[src/rtl/reg_file_if.sv]
// Port bundle between the DOF/write-back stages and the register file.
// Reads are combinational; writes and reservations are accepted unconditionally at the clock edge.
interface reg_file_if #(
    parameter int WIDTH  = 32,
    parameter int ADDR_W = 5
);
    logic [ADDR_W-1:0] AA;
    logic [ADDR_W-1:0] BA;
    logic [WIDTH-1:0]  A_DATA;
    logic [WIDTH-1:0]  B_DATA;
    logic              RW;
    logic [ADDR_W-1:0] DA;
    logic [WIDTH-1:0]  D_DATA;
    logic              RES_EN;
    logic [ADDR_W-1:0] RES_DA;
    logic              A_BUSY;
    logic              B_BUSY;

    modport master (
        output AA, BA, RW, DA, D_DATA, RES_EN, RES_DA,
        input  A_DATA, B_DATA, A_BUSY, B_BUSY
    );

    modport slave (
        input  AA, BA, RW, DA, D_DATA, RES_EN, RES_DA,
        output A_DATA, B_DATA, A_BUSY, B_BUSY
    );
endinterface

[src/rtl/reg_file.sv]
// Two-read/one-write register file with R0 hardwired to zero, write-through bypass
// and a per-register pending-write scoreboard for RAW hazard detection.
module reg_file #(
    parameter int WIDTH  = 32,
    parameter int ADDR_W = 5
) (
    input  logic      CLOCK,
    input  logic      RESET,
    reg_file_if.slave rf
);
    localparam int NREG = 2 ** ADDR_W;

    logic [WIDTH-1:0] regs_q [NREG];
    logic [WIDTH-1:0] regs_d [NREG];
    logic [NREG-1:0]  busy_q;
    logic [NREG-1:0]  busy_d;

    logic wr_en;
    logic res_en;
    logic hit_a;
    logic hit_b;

    assign wr_en  = rf.RW && (rf.DA != '0);
    assign res_en = rf.RES_EN && (rf.RES_DA != '0);

    // Entry 0 is never written, so regs_q[0] and busy_q[0] stay zero after reset.
    always_comb begin
        regs_d = regs_q;
        busy_d = busy_q;
        if (wr_en) begin
            regs_d[rf.DA] = rf.D_DATA;
            busy_d[rf.DA] = 1'b0;
        end
        // Applied after the clear so a new producer keeps the register busy.
        if (res_en) begin
            busy_d[rf.RES_DA] = 1'b1;
        end
    end

    always_ff @(posedge CLOCK) begin
        if (RESET) begin
            regs_q <= '{default: '0};
            busy_q <= '0;
        end else begin
            regs_q <= regs_d;
            busy_q <= busy_d;
        end
    end

    assign hit_a = wr_en && (rf.DA == rf.AA);
    assign hit_b = wr_en && (rf.DA == rf.BA);

    always_comb begin
        rf.A_DATA = '0;
        rf.B_DATA = '0;
        if (rf.AA != '0) begin
            rf.A_DATA = hit_a ? rf.D_DATA : regs_q[rf.AA];
        end
        if (rf.BA != '0) begin
            rf.B_DATA = hit_b ? rf.D_DATA : regs_q[rf.BA];
        end
    end

    // A write landing this cycle resolves the hazard through the bypass.
    assign rf.A_BUSY = (rf.AA != '0) && busy_q[rf.AA] && !hit_a;
    assign rf.B_BUSY = (rf.BA != '0) && busy_q[rf.BA] && !hit_b;
endmodule

[src/flat_wrapper.sv]
// flat-port wrapper written by rule: the top's interface ports become plain ports
module reg_file_flat 
#(
    parameter int WIDTH  = 32,
    parameter int ADDR_W = 5
)
  (CLOCK, RESET, rf_AA, rf_BA, rf_RW, rf_DA, rf_D_DATA, rf_RES_EN, rf_RES_DA, rf_A_DATA, rf_B_DATA, rf_A_BUSY, rf_B_BUSY);
  reg_file_if #(.WIDTH(WIDTH), .ADDR_W(ADDR_W)) rf_i ();
  input  logic CLOCK;
  input  logic RESET;
  input wire logic [$bits(rf_i.AA)-1:0] rf_AA;
  input wire logic [$bits(rf_i.BA)-1:0] rf_BA;
  input wire logic [$bits(rf_i.RW)-1:0] rf_RW;
  input wire logic [$bits(rf_i.DA)-1:0] rf_DA;
  input wire logic [$bits(rf_i.D_DATA)-1:0] rf_D_DATA;
  input wire logic [$bits(rf_i.RES_EN)-1:0] rf_RES_EN;
  input wire logic [$bits(rf_i.RES_DA)-1:0] rf_RES_DA;
  output wire logic [$bits(rf_i.A_DATA)-1:0] rf_A_DATA;
  output wire logic [$bits(rf_i.B_DATA)-1:0] rf_B_DATA;
  output wire logic [$bits(rf_i.A_BUSY)-1:0] rf_A_BUSY;
  output wire logic [$bits(rf_i.B_BUSY)-1:0] rf_B_BUSY;
  assign rf_i.AA = rf_AA;
  assign rf_i.BA = rf_BA;
  assign rf_i.RW = rf_RW;
  assign rf_i.DA = rf_DA;
  assign rf_i.D_DATA = rf_D_DATA;
  assign rf_i.RES_EN = rf_RES_EN;
  assign rf_i.RES_DA = rf_RES_DA;
  assign rf_A_DATA = rf_i.A_DATA;
  assign rf_B_DATA = rf_i.B_DATA;
  assign rf_A_BUSY = rf_i.A_BUSY;
  assign rf_B_BUSY = rf_i.B_BUSY;
  reg_file #(.WIDTH(WIDTH), .ADDR_W(ADDR_W)) u_core (.CLOCK(CLOCK), .RESET(RESET), .rf(rf_i));
endmodule
[config.mk]
export PLATFORM = sky130hd
export DESIGN_NAME = reg_file_flat
export DESIGN_NICKNAME = d
export VERILOG_FILES = /design/src/rtl/reg_file_if.sv /design/src/rtl/reg_file.sv /design/src/flat_wrapper.sv
export SDC_FILE = /design/constraint.sdc
export NUM_CORES = 2
export LEC_CHECK = 0
export CAP_MARGIN = 10
export CORE_MARGIN = 2
export CORE_UTILIZATION = 35
export DETAILED_ROUTE_END_ITERATION = 10
export DONT_BUFFER_PORTS = 1
export GPL_TIMING_DRIVEN = 0
export SKIP_LAST_GASP = 1
export SLEW_MARGIN = 25
export SYNTH_ARGS = -nofsm -noshare
export SYNTH_HDL_FRONTEND = slang
export SYNTH_SLANG_ARGS = --single-unit
[constraint.sdc]
create_clock -name CLOCK -period 2.4 [get_ports CLOCK]
set_clock_uncertainty 0.05 [all_clocks]
set_input_delay 0.36 -clock CLOCK [delete_from_list [all_inputs] [get_ports CLOCK]]
set_output_delay 0.36 -clock CLOCK [all_outputs]
set_load 0.01 [all_outputs]
==> flow_metrics.py <==
metrics = {
    "synthesis": {
        "ys_seq_area_share_pct": 39.0,
        "synth_top_area_share_pct": 39.0,
        "synthFlopType": "dfxtp_1",
        "yosys.cell_count.top_type": "nand2_1",
        "synth.net_count": 6465,
        "ys_types": 57,
        "syn_area_per_cell_um2": 8.45,
        "netlist_area_um2": 54200,
        "synthCells": 6409,
        "yosys_register_bits": 1056,
        "yosysWarnings": 0,
        "synth_top_area_cell": "dfxtp_1",
        "async_flop_share_pct": 0,
        "synthTopCellsByCount": "nand2_1 (2090), a21oi_1 (1058), dfxtp_1 (1056), mux2i_1 (485), clkbuf_1 (473)",
        "yosys-top-cells-area": "dfxtp_1 (39%), nand2_1 (14%), mux4_2 (13%)",
        "synth_edf_count": 0,
    },
    "die": {
        "rows": 144,
        "fp.dieW_um": 397,
        "io_pins": 122,
        "initial_core_util_pct": 35.2,
        "die_area_um2": 158000,
        "fp.dieH_um": 397,
        "core_area_um2": 154000,
    },
    "worst_setup_path": {
        "worstReg2RegEnd": "u_core.regs_q[830]",
        "worst-path-stages": 8,
        "cp_slowest_cell": "a32o_2",
        "r2r-start": "u_core.regs_q[830]",
        "crit_chain": "clkbuf_4, nor2b_1, clkbuf_2, nand2b_2, clkbuf_4, o22ai_4, nor2_1, a32o_2",
        "crit_path_end": "rf_A_DATA[20]",
        "cp_num_buf_inv": 3,
        "worstSetupPathType": "in2out",
        "regToRegSetupSlack_ns": 1.51,
        "critPathArrivalTime_ns": 2.72,
        "slowest_delay_ns": 0.43,
        "cp-startpoint": "rf_AA[2]",
        "critPathMaxFanout": 10,
        "worst_setup_path_end_kind": "output pin",
        "crit_top_cell": "clkbuf_4",
        "cp.required_ns": 1.99,
        "ff2ff_path_depth": 3,
        "critical-path-top-delay-family": "buffers and inverters",
        "startpoint_type": "input port",
    },
    "cells_and_area": {
        "nNetsFinal": 6702,
        "fin_util_pct": 43.0,
        "drive_above_1_share_pct": 20.1,
        "area_growth_pct": 22.1,
    },
    "sta": {
        "tns_ns": -30.85,
        "rsz0062_at_grt": "true",
        "tightest_slew_ns": 1.25,
        "min_period_over_period_pct": 131,
        "maxSlewViolCount": 0,
        "fin_hold_ws_ns": 0.0351,
        "final-hold-violation-count": 0,
        "relSlewSlack_pct": 16.7,
        "setup_ws_ns": -0.732,
        "period_minus_slack_ns": 3.13,
        "setup_viol": 86,
        "clock.fmax_mhz": 319,
    },
    "placement": {
        "place_congestion": 1.04,
        "dp_slack_ns": -2.24,
        "port_buffers": 0,
        "dp_hpwl_um": 229000,
    },
    "power_and_ir_drop": {
        "cellPowerDensity_nw_per_um2": 666,
        "peakVddDrop_mv": 0.601,
        "p_leak_nw": 22.5,
        "total_power_mw": 44.1,
    },
    "clock_tree": {
        "cts.reportedPaths.clkPinSlew_ns": 0.06,
        "clk_latency_ns": 0.78,
        "cts_buffers": 118,
        "tritoncts": "built",
        "cts-root-buf": "clkbuf_16",
        "clock-sinks": 1056,
        "ctsLongestPathBuffers": 3,
        "htree_levels": 3,
    },
    "routing": {
        "wl_um": 312000,
        "postRouteAntennaNets": 0,
        "drtIter0Drc": 9770,
        "via_per_inst": 6.40,
        "vias": 56300,
        "avgRoutedWirePerCell_um": 35.5,
        "drc": 0,
        "drtPass1Iterations": 7,
    },
    "status": {
        "status": "finished, violations left",
        "failed_checks": "negative setup slack",
    },
    "grt": {
        "overflow": 0,
        "grt_max_degree": 16,
        "grt_pass1_vias": 51200,
        "antenna_found_initial": 14,
        "grt_pass1_wl_um": 416000,
        "grt_usage_pct": 37.8,
    },
    "run": {
        "maxCapViolCount": 0,
    },
    "worst_hold_path": {
        "hold_start": "rf_RES_DA[0]",
        "hold_class": "in2reg",
    },
}
[per-layer routing]
layer | routed length [um] | GRT usage (%) | up-vias
li1 | - | - | 22900
met1 | 114000 | 47.9 | 27800
met2 | 124000 | 52.1 | 4531
met3 | 48600 | 14.8 | 1063
met4 | 26100 | 26.7 | 14
met5 | 82 | 0.0303 | -
[layout by cell type (no fill, tap or decap), drive strengths merged, types with 18 or more instances in the layout]
cell | netlist | routed
nor3 | 27 | 27
a211o | 25 | 25
clkbuf | 479 | 644
o22ai | 48 | 48
o21ai | 19 | 19
nand2 | 2090 | 2090
mux2i | 485 | 485
o221ai | 26 | 26
o211ai | 18 | 18
a21oi | 1058 | 1058
nor2 | 106 | 106
a22o | 62 | 62
mux4 | 312 | 312
nor2b | 45 | 45
a32o | 26 | 26
buf | 202 | 319
nand4 | 20 | 20
dfxtp | 1056 | 1056
a22oi | 189 | 189
clkinv | 0 | 25
[worst min-delay path by stage]
stage	end	depth (start not counted)
2_1_floorplan	u_core.regs_q[894]	2
3_3_place_gp	u_core.regs_q[408]	2
3_5_place_dp	u_core.regs_q[427]	2
4_1_cts	u_core.busy_q[11]	3
5_1_grt	u_core.busy_q[29]	3
6_report	u_core.busy_q[15]	3
[kinds of logic after synthesis]
kind of cell | share of synthesized area (%)
compound gates | 16.4
xor+xnor | 0.162
buf+inv | 5.33
flops | 39.0
mux | 22.0
simple gates | 17.1
[worst register-to-register path, delay by kind of cell (launching register included)]
family	cells	cell delay [ns]
compound gates	1	0.19
buf+inv	1	0.14
flops	1	0.35
simple gates	1	0.07
[area by class of cell]
class                           instances  area, um^2
Antenna cell                            3        7.51
Buffer                                670        4430
Clock buffer                          174        3650
Clock inverter                         46         614
Fill cell                           15400       87800
Inverter                                3        11.3
Multi-Input combinational cell       4669       32200
Sequential cell                      1056       21300
Tap cell                             2044        2560
Timing Repair Buffer                  128        1360
[power by group]
group | switching [mW] | total, mW | internal, mW
registers | 0.104 | 17.8 | 17.7
logic | 4.25 | 6.00 | 1.75
clock network | 8.33 | 20.3 | 12.0
total | 12.7 | 44.1 | 31.4
[per-stage QoR]
step,cell area (um^2),cells
2_1_floorplan,54200,6409
3_3_place_gp,56800,8453
3_5_place_dp,56900,8457
4_1_cts,64900,8743
5_1_grt,66100,8791
6_report,66100,8793
[registers in the layout, indices dropped and copies added, names as in the netlist]
register / count
u_core.busy_q: 32
u_core.regs_q: 1024
[repair_timing]
action	in CTS	in global routing
hold buffers	9	0
gates cloned	1	7
pin swaps	141	91
buffers inserted	63	46
gates resized for setup	840	194
endpoints found under the hold margin	31	0
endpoints found under the setup margin	66	172
Note: power is estimated with default switching activity, not from simulation.
